$ cat config.mk
export PLATFORM = sky130hd
export DESIGN_NAME = debug_abstract_cmd_encoder
export DESIGN_NICKNAME = d
export VERILOG_FILES = /design/src/rtl/debug_abstract_cmd_encoder.sv
export SDC_FILE = /design/constraint.sdc
export NUM_CORES = 1
export LEC_CHECK = 0
export BUFFER_PORTS_ARGS = -buffer_cell sky130_fd_sc_hd__buf_2
export CAP_MARGIN = 20
export CELL_PAD_IN_SITES_DETAIL_PLACEMENT = 0
export CELL_PAD_IN_SITES_GLOBAL_PLACEMENT = 2
export CORE_MARGIN = 2
export CORE_UTILIZATION = 30
export DETAILED_ROUTE_END_ITERATION = 8
export GPL_TIMING_DRIVEN = 1
export MAX_ROUTING_LAYER = met4
export PLACE_DENSITY_LB_ADDON = 0.1
export SYNTH_ARGS = -nofsm -noshare
export SYNTH_HDL_FRONTEND = slang
export SYNTH_SLANG_ARGS = --single-unit
$ cat constraint.sdc
create_clock -name clk -period 2.9 [get_ports clk]
set_input_delay 0.435 -clock clk [delete_from_list [all_inputs] [get_ports clk]]
set_output_delay 0.435 -clock clk [all_outputs]
set_load 0.1 [all_outputs]
$ cat src/rtl/debug_abstract_cmd_encoder.sv
// Turns debug-module abstract access-register commands into a stream of RV32 CSR/EBREAK words.
// Define DEBUG_CSR_ACCESS_EN to add CSR-register access through the DSCRATCH1-saved temp GPR.
module debug_abstract_cmd_encoder #(
    parameter logic [11:0] DSCRATCH0_ADDR = 12'h7B2
`ifdef DEBUG_CSR_ACCESS_EN
   ,parameter logic [11:0] DSCRATCH1_ADDR = 12'h7B3,
    parameter logic [4:0]  TEMP_REG       = 5'd8
`endif
) (
    input  logic        clk,
    input  logic        rst,
    input  logic        cmd_valid,
    output logic        cmd_ready,
    input  logic [15:0] cmd_regno,
    input  logic        cmd_write,
    input  logic        cmd_transfer,
    input  logic        cmd_postexec,
    input  logic [2:0]  cmd_aarsize,
    input  logic        abort,
    output logic [31:0] instr,
    output logic        instr_valid,
    input  logic        instr_ready,
    output logic        progbuf_start,
    output logic        done,
    output logic [2:0]  cmderr
);
    localparam logic [6:0]  OPC_SYSTEM = 7'b1110011;
    localparam logic [2:0]  FN3_RW     = 3'b001;
    localparam logic [2:0]  FN3_RS     = 3'b010;
    localparam logic [31:0] EBREAK     = 32'h0010_0073;
`ifdef DEBUG_CSR_ACCESS_EN
    localparam int AW = 12;
`else
    localparam int AW = 5;
`endif

    typedef enum logic [1:0] {IDLE, EMIT, FINISH} state_t;

    function automatic logic [31:0] sys(input logic [2:0] fn3, input logic [11:0] csr,
                                        input logic [4:0] rs1, input logic [4:0] rd);
        return {csr, rs1, fn3, rd, OPC_SYSTEM};
    endfunction

    // Word at position 'step'; positions at or past the access count are the EBREAK terminator.
    function automatic logic [31:0] word_at(input logic [2:0] step, input logic [2:0] nacc,
                                            input logic wr, input logic is_csr,
                                            input logic [AW-1:0] addr);
        logic [31:0] w;
        w = EBREAK;
        if (step < nacc) begin
            if (!is_csr)
                w = wr ? sys(FN3_RS, DSCRATCH0_ADDR, 5'd0, addr[4:0])
                       : sys(FN3_RW, DSCRATCH0_ADDR, addr[4:0], 5'd0);
`ifdef DEBUG_CSR_ACCESS_EN
            else begin
                case (step[1:0])
                    2'd0:    w = sys(FN3_RW, DSCRATCH1_ADDR, TEMP_REG, 5'd0);
                    2'd1:    w = sys(FN3_RS, wr ? DSCRATCH0_ADDR : addr, 5'd0, TEMP_REG);
                    2'd2:    w = sys(FN3_RW, wr ? addr : DSCRATCH0_ADDR, TEMP_REG, 5'd0);
                    default: w = sys(FN3_RS, DSCRATCH1_ADDR, 5'd0, TEMP_REG);
                endcase
            end
`endif
        end
        return w;
    endfunction

    state_t          state_q;
    logic [2:0]      step_q, nacc_q, last_q;
    logic            wr_q, post_q, csr_q;
    logic [AW-1:0]   addr_q;
    logic            ready_q, valid_q, prog_q, done_q;
    logic [31:0]     instr_q;
    logic [2:0]      err_q;

    logic            acc_gpr, acc_csr, acc_illegal;
    logic [2:0]      acc_nacc, acc_last, step_d;
    logic [AW-1:0]   acc_addr;
    logic [31:0]     first_word, next_word;

    always_comb begin
        acc_gpr = (cmd_regno[15:5] == 11'h080);
`ifdef DEBUG_CSR_ACCESS_EN
        acc_csr  = (cmd_regno[15:12] == 4'h0);
        acc_addr = cmd_regno[11:0];
`else
        acc_csr  = 1'b0;
        acc_addr = cmd_regno[4:0];
`endif
        acc_illegal = (cmd_aarsize != 3'd2) || (cmd_transfer && !acc_gpr && !acc_csr);
        acc_nacc    = !cmd_transfer ? 3'd0 : (acc_csr ? 3'd4 : 3'd1);
        acc_last    = acc_nacc + {2'b00, !cmd_postexec} - 3'd1;
        step_d      = step_q + 3'd1;
        first_word  = word_at(3'd0, acc_nacc, cmd_write, acc_csr, acc_addr);
        next_word   = word_at(step_d, nacc_q, wr_q, csr_q, addr_q);
    end

    always_ff @(posedge clk) begin
        if (rst) begin
            state_q <= IDLE;
            step_q  <= 3'd0;
            nacc_q  <= 3'd0;
            last_q  <= 3'd0;
            wr_q    <= 1'b0;
            post_q  <= 1'b0;
            csr_q   <= 1'b0;
            addr_q  <= '0;
            ready_q <= 1'b1;
            valid_q <= 1'b0;
            prog_q  <= 1'b0;
            done_q  <= 1'b0;
            instr_q <= 32'd0;
            err_q   <= 3'd0;
        end else begin
            prog_q <= 1'b0;
            done_q <= 1'b0;
            case (state_q)
                IDLE: if (cmd_valid) begin
                    ready_q <= 1'b0;
                    step_q  <= 3'd0;
                    nacc_q  <= acc_nacc;
                    last_q  <= acc_last;
                    wr_q    <= cmd_write;
                    post_q  <= cmd_postexec;
                    csr_q   <= acc_csr;
                    addr_q  <= acc_addr;
                    if (acc_illegal) begin
                        state_q <= FINISH;
                        done_q  <= 1'b1;
                        err_q   <= 3'd2;
                    end else if (acc_nacc == 3'd0 && cmd_postexec) begin
                        // Nothing to emit: hand straight over to the program buffer.
                        state_q <= FINISH;
                        done_q  <= 1'b1;
                        prog_q  <= 1'b1;
                        err_q   <= 3'd0;
                    end else begin
                        state_q <= EMIT;
                        valid_q <= 1'b1;
                        instr_q <= first_word;
                        err_q   <= 3'd0;
                    end
                end
                EMIT: if (abort) begin
                    state_q <= FINISH;
                    valid_q <= 1'b0;
                    done_q  <= 1'b1;
                    err_q   <= 3'd4;
                end else if (instr_ready) begin
                    if (step_q == last_q) begin
                        state_q <= FINISH;
                        valid_q <= 1'b0;
                        done_q  <= 1'b1;
                        prog_q  <= post_q;
                        err_q   <= 3'd0;
                    end else begin
                        step_q  <= step_d;
                        instr_q <= next_word;
                    end
                end
                // done is already pulsing here, so a late abort has nothing left to cancel.
                FINISH: begin
                    state_q <= IDLE;
                    ready_q <= 1'b1;
                end
                default: begin
                    state_q <= IDLE;
                    ready_q <= 1'b1;
                end
            endcase
        end
    end

    assign cmd_ready     = ready_q;
    assign instr         = instr_q;
    assign instr_valid   = valid_q;
    assign progbuf_start = prog_q;
    assign done          = done_q;
    assign cmderr        = err_q;
endmodule

After elaboration in Yosys (flattened, before gate mapping)
Index checks and enable logic that the tools add are counted.
Storage, ports and cells
  register bits after elaboration: 57
  bits in latches: 0
  bits in writable memories: 0
  ROM bits: 0
  input bits: 27
  output and inout port bits: 39
  memories: 0
Operators by class
  $add $sub $neg: 3
  multipliers: 0
  div/mod/pow operators: 0
  $lt $le $gt $ge: 2
  equality and inequality tests: 12
  shift-type cells: 0
  muxes and demuxes: 52
  bitwise logic cells: 1
  reductions and logical operators: 15
Operator list (number)
  $mux W32: 7
  $pmux W32 S2: 1
  $mux W20: 2
  $mux W31: 1
  $mux W3: 8
  $mux W1: 19
  $mux W2: 7
  $ne A2 B2 Y1 const B: 6
  $pmux W3 S2: 2
  $eq A11 B8 Y1 const B: 1
  $pmux W1 S2: 4
  $reduce_and A7 Y1: 1
  $ne A3 B3 Y1 const B: 2
  $reduce_and A6 Y1: 1
  $reduce_and A5 Y1: 1
  $pmux W2 S2: 1
  $reduce_and A2 Y1: 2
  $reduce_and A4 Y1: 1
  $add A3 B1 Y3 const B: 1
  $eq A3 B3 Y1: 1
  $logic_not A3 Y1: 1
  $lt A3 B3 Y1: 1
  $ne A3 B2 Y1 const B: 1
  $reduce_and A3 Y1: 1
  other kinds (10): 12

Logic depth before layout (Yosys ltp)
Gate-level depths: netlist of the first run.
  depth after elaboration: 7
  depth in mapped cells: 8
  gate-level depth less buffers: 6

Least setup slack after synthesis of the first run
No wires, ideal clock.
  path kind: in2reg
  from: input port cmd_transfer
  to: register instr_q[20], in the netlist instr[20]
  setup time: 0.071 ns
  data arrival time: 1.916 ns
  setup slack: 0.913 ns
  stages on the path: 6
  buffers on the path: 0
  cell sequence: inv_1 > ha_1 > or4b_4 > o21a_4 > or3_1 > a21oi_1
Between the ends
  word-level cells in the longest chain between the ends: 7
Ends and longest elaborated chain
  start: declaration: line 16  | input logic cmd_transfer,
  $mux W1: line 91  | acc_nacc = !cmd_transfer ? 3'd0 : (acc_csr ? 3'd4 : 3'd1);
  $lt A1 B1 Y1: line 50  | if (step < nacc) begin
  $mux W32: line 50
  $mux W32: line 131  | end else if (acc_nacc == 3'd0 && cmd_postexec) begin
  $mux W32: line 127  | if (acc_illegal) begin
  $mux W32: line 118  | IDLE: if (cmd_valid) begin
  $pmux W32 S2: line 117  | case (state_q)
  end signal: assignment: line 140  | instr_q <= first_word;
  end signal: assignment: line 158  | instr_q <= next_word;
  end: declaration: line 73  | logic [31:0] instr_q;
Several ways; a longest one is shown, not always the timed one. The select of a mux whose other input is x is not followed.
A chain may end at the register's enable or synchronous reset.

Worst setup path after layout of the first run
  from: register state_q[1]
  to: register instr_q[20], in the netlist instr[20]
Between the ends
  word-level cells in the longest chain between the ends: 3
Ends and longest elaborated chain
  start: declaration: line 68  | state_t state_q;
  start signal: assignment: line 100  | state_q <= IDLE;
  start signal: assignment: line 128  | state_q <= FINISH;
  start signal: assignment: line 133  | state_q <= FINISH;
  $eq A2 B1 Y1 / $logic_not A2 Y1 (equally long branches): line 117
  $ne A2 B2 Y1 (no line) / $reduce_bool A2 Y1 (equally long branches)
  $reduce_and A7 Y1 (no line)
Several ways; a longest one is shown, not always the timed one.

==> results of run 1 <==
## cells in the mapped netlist, drive strengths merged, types with 2 or more instances
| cell | instances |
|---|---|
| nor4 | 6 |
| buf | 27 |
| nand3b | 2 |
| a31oi | 2 |
| nor2b | 11 |
| nand2 | 23 |
| dfxtp | 36 |
| inv | 3 |
| clkbuf | 5 |
| nor3 | 9 |
| a21oi | 17 |
| nand3 | 2 |
| o41ai | 11 |
| nor4b | 2 |
| o21ai | 13 |
| ha | 3 |
| nand2b | 2 |
| a22oi | 12 |
| nor2 | 13 |
| and3 | 2 |
| o21a | 2 |
## cells by family after synthesis
group / count (synthesis) / synth area share [%]
and+or+nand+nor: 75 / 22.4
buffers and inverters: 35 / 11.5
AOI/OAI and AO/OA: 65 / 24.1
other: 1 / 0.200
muxes: 1 / 0.533
adders and majority gates: 3 / 2.00
DFF: 36 / 38.4
xor gates and xnor gates: 2 / 0.933
## report_power, final
group | switching (mW) | internal [mW] | total [mW]
clock network | 0.188 | 0.190 | 0.378
registers | 0.0139 | 0.513 | 0.527
logic | 0.261 | 0.0566 | 0.317
total | 0.463 | 0.760 | 1.22
## routing by layer
metal / global-route usage (%) / part of all wire [%] / vias up
met2: 22.4 / 45 / 43
li1: - / - / 843
met5: - / 0 / -
met3: 4.37 / 4.3 / 2
met1: 20.5 / 50 / 784
met4: 3.13 / 0.43 / 0
## stage by stage
stage / setup slack (ns) / hold WS (ns) / utilization, % / total power [mW] / cells
after floorplan: 0.913 / 0.432 / - / 0.816 / 225
after global placement: 0.611 / 0.449 / 34.8 / 0.858 / 326
after detailed placement: 0.547 / 0.449 / 34.8 / 0.858 / 326
after CTS: 0.772 / 0.390 / 36.4 / 1.24 / 334
after global routing: 0.531 / 0.394 / 36.4 / 1.29 / 334
final: 0.754 / 0.397 / 36.4 / 1.22 / 334
## sequential cells by signal (all words and copies together), names as in the netlist
name,count
nacc_q,1
state_q,2
progbuf_start,1
instr,15
step_q,3
wr_q,1
instr_valid,1
last_q,2
cmderr,2
done,1
cmd_ready,1
addr_q,5
post_q,1
## cell type report
| cell class | instances | share of cell area [%] |
|---|---|---|
| well taps | 75 | 4.31 |
| flip-flops and latches | 36 | 33.1 |
| multi-input cells | 154 | 44.4 |
| clock inverters | 2 | 0.459 |
| clock buffers | 6 | 3.79 |
| inverters | 3 | 0.517 |
| repair buffers | 58 | 13.4 |
## worst min path at each step
stage / endpoint / cells past startpoint
3_3_place_gp: nacc_q[0] / 2
6_report: addr_q[3] / 3
3_5_place_dp: instr_valid / 1
2_1_floorplan: post_q / 2
5_1_grt: addr_q[1] / 3
4_1_cts: addr_q[3] / 3
## worst max-delay path: stages (launching register included)
cell	delay, ns
dfxtp_1	0.51
nand2b_1	0.50
nor2_4	0.08
a31oi_4	0.61
or3_1	0.21
a21oi_1	0.06
==> metrics.txt, run 1 <==
Worst Skew=a little under 0.009 ns; R2R depth=5; Ports=66; most common cell after layout, fill and taps aside=buf_2; Slew @ Worst Pin=0.869 ns; post-route setup TNS=0 ns; outcome=completed; CTS root buf=clkbuf_8; Distinct cells, synth=45; worst skew pair latency=0.29 ns; FF-to-FF End=instr[20]; die height=approximately 83 µm; final setup violation count=0; Multi-input gate area=approximately 970 µm²; Hold Fails Final Rpt=0; vias per cell=5.01; GR Overflow Total=0; worst hold start=cmd_regno[3]; cell taking the most area after synthesis=dfxtp_1; Initial Util=about a third; fill cell total of the finished layout=647; Starting DRT DRC Count=55; core box area=around 0.0060 mm²; Yosys warning total=0; Sequential Area=approximately 720 µm²; min Tclk post-route=approximately 2.1 ns; Setup CP Type=reg -> reg; nets@finish=about 290; Cells after Synth=between 200 and 250; Critical path destination=instr[20]; vias in the first global route=about 1600; First-pass DRT Iterations=4; initial antenna violation count=0; mapped cell area=around 0.0019 mm²; drt drc=0; Routed Antenna Nets=0; Slew Limit Fails=0; worst r2r src=state_q[1]; crit end category=flop; CTS tree=done; DP HPWL=about 3500 µm; Seq cells post-synth=36; H-tree depth=2; antenna cells=0; CTS Hold Bufs=0; largest net degree at the start of global routing=48; EDFF count, synth=0; Max-cap violations=0; DP Area=0.00209 mm²; worst hold-check path type=in -> reg; layout cells sized above 1=28.6%; Post-CTS Repair Setup Buffers=0; prevailing post-synth register cell=dfxtp_1; VDD IR max=~0.21 mV; Synth Area per Inst=between 8 and 9 µm²; Rel. slew slack=between 40% and 50%; vias=1672; area share of the largest cell type after synthesis=38.4%; drt wl/cell=about 15 µm; clk sinks=36; die width=83.1 µm; power density cells=around 560 mW/mm²; Clock Tree Buf Depth=2; Design Area, Final=around 0.0022 mm²; share of flip-flops with an asynchronous set or reset=0%; register area share after synthesis=around two fifths; most frequent cells in the layout=57 x buf_2, 36 x dfxtp_1, 23 x nand2_1; first-pass GRT wire length=~8000 µm; final wirelength=between 4000 and 5000 µm; unrepaired setup endpoints after global routing=no; clk slew on worst S/H paths=around 0.08 ns; Tcrit/Tclk final=roughly 74%; Area contributors post-synth=dfxtp_1 38%, buf_4 7.6%, o41ai_1 5.1%; critical path data arrival time=approximately 2.3 ns; CP startpoint kind=flop; TritonCTS buffer count=5; Resized cells post-CTS=0; Port Buffer Count=57; die area=0.00691 mm²; reg-to-reg slack, setup=approximately 0.75 ns; synth-to-layout area growth=16.1%; Max Fanout on Critical Path=27; Leak=0.915 nW; placer's final routability congestion estimate=0.748; Total GRT Usage=between 10% and 20%; Worst Path Required=3.03 ns; Core Rows=28; Critical Path Source=state_q[1]; Max Freq=0.466 GHz
Power figures use the tool's default switching activity.
==> run 2: changes to the inputs <==
--- a/config.mk
+++ b/config.mk
@@ -5,12 +5,13 @@
 export SDC_FILE = /design/constraint.sdc
 export NUM_CORES = 1
 export LEC_CHECK = 0
+export ABC_AREA = 1
 export BUFFER_PORTS_ARGS = -buffer_cell sky130_fd_sc_hd__buf_2
 export CAP_MARGIN = 20
 export CELL_PAD_IN_SITES_DETAIL_PLACEMENT = 0
 export CELL_PAD_IN_SITES_GLOBAL_PLACEMENT = 2
 export CORE_MARGIN = 2
-export CORE_UTILIZATION = 30
+export CORE_UTILIZATION = 26
 export DETAILED_ROUTE_END_ITERATION = 8
 export GPL_TIMING_DRIVEN = 1
 export MAX_ROUTING_LAYER = met4
==> constraint.sdc (replaced) <==
create_clock -name clk -period 2.05 [get_ports clk]
set_input_delay 0.3075 -clock clk [delete_from_list [all_inputs] [get_ports clk]]
set_output_delay 0.3075 -clock clk [all_outputs]
set_load 0.1 [all_outputs]
==> run 2 against run 1 <==
  * Critical path depth rose by 2
  * Power rose by 50%
  * Global-route usage fell by 2.2 points
  * Area after synthesis fell by 1.3%
  * Final area rose by 3.1%
  * Clock power rose by 70%
  * Die area rose by 13%
  * Critical endpoint is now instr[7]
  * Wire length fell by 8.0%
  * Clock skew fell by 0.0011 ns
==> metrics.txt, run 2 <==
Compound-Gate Fraction of Synth Area=between 10% and 20%; critical path data arrival time=around 2.0 ns; main combinational cell family by area after synthesis=simple AND/OR/NAND/NOR gates; drt drc=0; crit end category=flop; Hold Fails Final Rpt=0; register area share after synthesis=between 30% and 40%; CTS Hold Bufs=0; synth-to-layout area growth=21.2%; Yosys warning total=0; worst hold-check path type=in -> reg; CTS root buf=clkbuf_8; mux contribution to synthesized area=0%; Max Fanout on Critical Path=6; power density cells=slightly above 800 mW/mm²; most frequent cells in the layout=57 x buf_2, 42 x nand2_1, 36 x dfxtp_1; Post-Synth XOR/XNOR Area=less than 1%; share of flip-flops with an asynchronous set or reset=0%; clk sinks=36; unrepaired setup endpoints after global routing=no; Total GRT Usage=approximately an eighth; Max Freq=a little under 0.6 GHz; DP Area=about 0.0021 mm²; vias=about 1700; Cell Chain, Critical Path=ha_1 > nand3b_1 > nor2_4 > nand3_2 > o21ai_0 > nand3_1 > a21oi_1; WHS=roughly 0.28 ns; initial antenna violation count=0; clk slew on worst S/H paths=about 0.08 ns; Synth Area in Adders=under 10%; crit-path max cell delay=roughly 0.4 ns; TritonCTS buffer count=5; Routed Antenna Nets=0; area share of the largest cell type after synthesis=about 39%; CP startpoint kind=flop; Setup CP Type=reg -> reg; Slew Limit Fails=0; Leak=between 1 and 1.5 nW; Worst Path Required=between 2 and 2.5 ns; die area=approximately 0.0078 mm²; most common cell after layout, fill and taps aside=buf_2; Area contributors post-synth=dfxtp_1 39%, nand2_1 8.5%, buf_4 8.1%; EDFF count, synth=0; GR Overflow Total=0; Synth Area per Inst=~7.4 µm²; vias per cell=4.17; Initial Util=between 20 and 30%; final wirelength=about 4500 µm; Port Buffer Count=57; first-pass GRT wire length=7620 µm; Max-cap violations=0; CTS tree=done; Crit path max-delay family=simple AND/OR/NAND/NOR gates; Distinct cells, synth=32; outcome=completed; post-route setup TNS=0 ns; DP HPWL=3400 µm; Ports=66; most frequent cells after synthesis=42 x nand2_1, 36 x dfxtp_1, 30 x inv_1; VDD IR max=~0.28 mV; mapped cell area=0.00185 mm²; nets@finish=~330; Starting DRT DRC Count=a little under 90; count leader, synth=nand2_1; Cells after Synth=252; largest net degree at the start of global routing=21; reg-to-reg slack, setup=~0.33 ns; Tcrit/Tclk final=a little over four fifths; core box area=0.00683 mm²; antenna cells=0; Seq cells post-synth=36; min Tclk post-route=1.72 ns; die height=88.5 µm; Resized cells post-CTS=0; layout cells sized above 1=between 20% and 30%; vias in the first global route=1618; worst skew pair latency=roughly 0.3 ns; max FFs per register=15; Worst Path Buf+Inv=0; Worst Skew=between 0.007 and 0.008 ns; die width=around 90 µm; Slowest-stage cell, CP=dfxtp_1; Core Rows=30; Design Area, Final=0.00225 mm²; cell taking the most area after synthesis=dfxtp_1; placer's final routability congestion estimate=roughly 0.77; final setup violation count=0; Synth Area in Simple Gates=between 20% and 30%; prevailing post-synth register cell=dfxtp_1; drt wl/cell=around 11 µm; H-tree depth=2; Post-CTS Repair Setup Buffers=0; First-pass DRT Iterations=4; Clock Tree Buf Depth=2
[run 2: cell type report]
class | count | area, µm²
Timing Repair Buffer | 63 | 330
Multi-Input combinational cell | 164 | 842
Sequential cell | 36 | 721
Clock inverter | 3 | 42.5
Clock buffer | 5 | 68.8
Fill cell | 754 | 4580
Inverter | 32 | 123
Tap cell | 96 | 120
[run 2: worst paths after layout]
kind | to | cells after the start | start
worst max-delay path | instr[7] | 7 | step_q[0]
worst min-delay path | post_q | 3 | cmd_postexec
worst max register to register | instr[7] | 7 | step_q[0]
worst min register to register | cmderr[1] | 2 | cmderr[1]
[run 2: kinds of logic (layout without fill, tap and decap cells)]
kind of cell    count (synthesis)  after routing
fa+ha+maj                       3              3
compound gates                 61             61
buf+inv                        59            103
simple gates                   90             90
flops                          36             36
other cells                     1              8
xor+xnor                        2              2
[run 2: report_power, final]
part           internal (mW)  total [mW]  switching (mW)  leakage (nW)
Combinational         0.0867       0.435           0.348         0.714
Sequential             0.732       0.752          0.0201         0.294
Clock                  0.360       0.642           0.282        0.0541
[run 2: worst register-to-register path: cells and delay by family (launching register included)]
family / cells / cell delay [ns]
and+or+nand+nor: 4 / 0.60
AOI/OAI and AO/OA: 2 / 0.41
DFF: 1 / 0.40
adders and majority gates: 1 / 0.27
[run 2: per-stage QoR]
| step | utilization [%] | total power, mW | setup slack (ns) | instances |
|---|---|---|---|---|
| floorplan | - | 1.15 | 0.279 | 259 |
| global placement | 31.3 | 1.21 | 0.351 | 391 |
| detailed placement | 31.3 | 1.21 | 0.335 | 391 |
| CTS | 32.9 | 1.85 | 0.326 | 399 |
| global route | 32.9 | 1.92 | 0.137 | 399 |
| finish | 32.9 | 1.83 | 0.328 | 399 |
[run 2: per-layer routing]
| layer | track usage (%) | wire length [µm] | vias to the layer above |
|---|---|---|---|
| li1 | - | - | 896 |
| met4 | 4.55 | 59 | 0 |
| met5 | - | 0 | - |
| met2 | 18.9 | 1770 | 52 |
| met3 | 3.26 | 242 | 4 |
| met1 | 17.3 | 2390 | 712 |
==> run 3: changes to the inputs <==
--- a/config.mk
+++ b/config.mk
@@ -5,13 +5,13 @@
 export SDC_FILE = /design/constraint.sdc
 export NUM_CORES = 1
 export LEC_CHECK = 0
-export ABC_AREA = 1
+export ABC_AREA = 0
 export BUFFER_PORTS_ARGS = -buffer_cell sky130_fd_sc_hd__buf_2
 export CAP_MARGIN = 20
 export CELL_PAD_IN_SITES_DETAIL_PLACEMENT = 0
 export CELL_PAD_IN_SITES_GLOBAL_PLACEMENT = 2
 export CORE_MARGIN = 2
-export CORE_UTILIZATION = 26
+export CORE_UTILIZATION = 28
 export DETAILED_ROUTE_END_ITERATION = 8
 export GPL_TIMING_DRIVEN = 1
 export MAX_ROUTING_LAYER = met4
==> constraint.sdc (replaced) <==
create_clock -name clk -period 1.64 [get_ports clk]
set_input_delay 0.246 -clock clk [delete_from_list [all_inputs] [get_ports clk]]
set_output_delay 0.246 -clock clk [all_outputs]
set_load 0.1 [all_outputs]
==> run 3 against run 2 <==
  * The flow now finishes with violations (DRC, setup timing)
  * Register-to-register slack got worse by 0.36 ns
  * Combinational power increased by 64%
  * First-iteration DRC count decreased by 20%
  * Final cell count fell by 6.0%
  * Power grew 26%
  * Flip-flop and latch count unchanged
  * Sequential power up 24%
  * Critical path type unchanged
  * Critical endpoint is now instr[20]
  * Largest cell class unchanged
  * Highest routed layer unchanged
==> metrics.txt, run 3 (synthesized netlist as in run 1, its figures left out) <==
outcome=finished, violations left; failing checks=DRC, setup timing; crit-path max cell delay=0.34 ns; Core Rows=29; power density cells=around 800 mW/mm²; critical path data arrival time=between 1.5 and 2 ns; Max Freq=~0.6 GHz; max FFs per register=15; synth-to-layout area growth=51.7%; fill cell total of the finished layout=roughly 650; GR Overflow Total=0; die area=approximately 0.0074 mm²; Ports=66; sw power=around 0.87 mW; Routed Antenna Nets=0; Clock Tree Buf Depth=2; Port Buffer Count=between 50 and 60; final setup violation count=1; Critical path destination=instr[20]; placer's final routability congestion estimate=0.751; worst hold-check path type=in -> reg; H-tree depth=2; Hold Fails Final Rpt=0; vias in the first global route=1645; Slowest-stage cell, CP=dfxtp_2; Leak=approximately 1.2 nW; Rel. slew slack=approximately 55%; crit end category=flop; clk slew on worst S/H paths=approximately 0.070 ns; CTS root buf=clkbuf_8; CTS tree=done; clock network power share=28.6%; Critical Path Source=step_q[1]; final wirelength=approximately 5500 µm; Worst Skew=0.00440 ns; Max Fanout on Critical Path=3; First-pass DRT Iterations=7; Cell Chain, Critical Path=ha_4 > nand3b_1 > buf_4 > o31ai_4 > buf_6 > or3_1 > a21oi_1; vias per cell=about 4.9; vias=approximately 1800; Slew Limit Fails=0; R2R depth=7; Worst Path Required=around 1.9 ns; min Tclk post-route=~1.7 ns; Sw Share=37.7%; total power=2.31 mW; Initial Util=between 20 and 30%; Tcrit/Tclk final=102%; unrepaired setup endpoints after global routing=yes; die width=around 86 µm; Max-cap violations=0; core box area=~0.0064 mm²; drt wl/cell=between 10 and 15 µm; antenna cells=0; reg-to-reg slack, setup=-0.03 ns; initial antenna violation count=0; Placement Setup Slack=-0.266 ns; die height=85.9 µm; worst r2r src=step_q[1]; most frequent cells in the layout=57 x buf_2, 30 x dfxtp_1, 29 x buf_4; most common cell after layout, fill and taps aside=buf_2; FF-to-FF End=instr[20]; Total GRT Usage=between 10% and 20%; Setup WS post-layout=-0.0312 ns; Int Power=approximately 1.4 mW; worst skew pair latency=approximately 0.29 ns; clk sinks=36; Slew @ Worst Pin=about 0.67 ns; DP HPWL=3960 µm; CP startpoint kind=flop; Reg power frac=about two fifths; Setup CP Type=reg -> reg; share of total power in combinational logic=a little under a third; first-pass GRT wire length=slightly above 8000 µm; Starting DRT DRC Count=70; drt drc=8; largest net degree at the start of global routing=34; CTS Hold Bufs=0; VDD IR max=0.350 mV; TritonCTS buffer count=5; layout cells sized above 1=54.4%; nets@finish=327
-- run 3: cell count changes in the layout (fill, tap and decap cells not counted), moves of 11 or more --
cell	change
nor2b_1	+11
nand3_1	-18
a21oi_1	-11
inv_1	-28
o21ai_0	-25
nand2_1	-19
buf_4	+23
-- run 3: routing by layer --
| metal | vias up | share of wire [%] | global-route usage [%] |
|---|---|---|---|
| met5 | - | 0 | - |
| met2 | 46 | 48 | 21.7 |
| met1 | 852 | 45 | 19.4 |
| met3 | 7 | 5.3 | 4.91 |
| li1 | 924 | - | - |
| met4 | 0 | 1.1 | 4.76 |
-- run 3: how the worst min path moves through the flow --
stage                     cells after the start  slack (ns)     endpoint    startpoint
after global placement                        1        0.44  instr_valid   instr_valid
after detailed placement                      2        0.45       post_q        post_q
after CTS                                     3        0.20    addr_q[1]  cmd_regno[1]
final                                         3        0.22    addr_q[1]  cmd_regno[1]
after global routing                          3        0.21    addr_q[3]  cmd_regno[3]
after floorplan                               2        0.38       post_q  cmd_postexec
-- run 3: critical path: cells and delay by family, from the launching register on --
family                   cells  cell delay, ns
AO/OA/AOI/OAI                2            0.18
buffers and inverters        2            0.31
adder cells (fa/ha/maj)      1            0.26
flip-flops                   1            0.34
AND/OR/NAND/NOR              2            0.53
-- run 3: what timing repair did --
action                     CTS  global route
pin swaps                    5             8
setup endpoints to repair   16            21
buffers inserted             3             4
gates resized for setup      4            38
cloned                       0             2
-- run 3: power groups by stage --
stage	clock [mW]	sequential, mW	combinational, mW
after floorplan	0	1.07	0.411
after global placement	0	0.950	0.649
after detailed placement	0	0.951	0.647
after CTS	0.694	0.931	0.660
after global routing	0.727	0.940	0.752
final	0.661	0.935	0.713
-- run 3: final cells by class --
type,count,area (µm²),share of cell area [%]
multi-input combinational,155,1280,45.1
sequential,36,728,25.6
inverter,3,16.3,0.571
clock buffer,8,90.1,3.16
tap,77,96.3,3.38
timing repair buffer,96,633,22.2
-- run 3: per-stage QoR --
| step | instances | util [%] | hold slack (ns) | instance area, µm² | TNS [ns] |
|---|---|---|---|---|---|
| detailed placement | 358 | 38.6 | 0.451 | 2480 | -3.82 |
| CTS | 369 | 40.6 | 0.201 | 2610 | -0.0151 |
| global placement | 358 | 38.6 | 0.445 | 2480 | -3.65 |
| floorplan | 225 | - | 0.382 | 2070 | -0.0111 |
| global route | 375 | 44.4 | 0.211 | 2850 | -0.436 |
| finish | 375 | 44.4 | 0.218 | 2850 | -0.0312 |
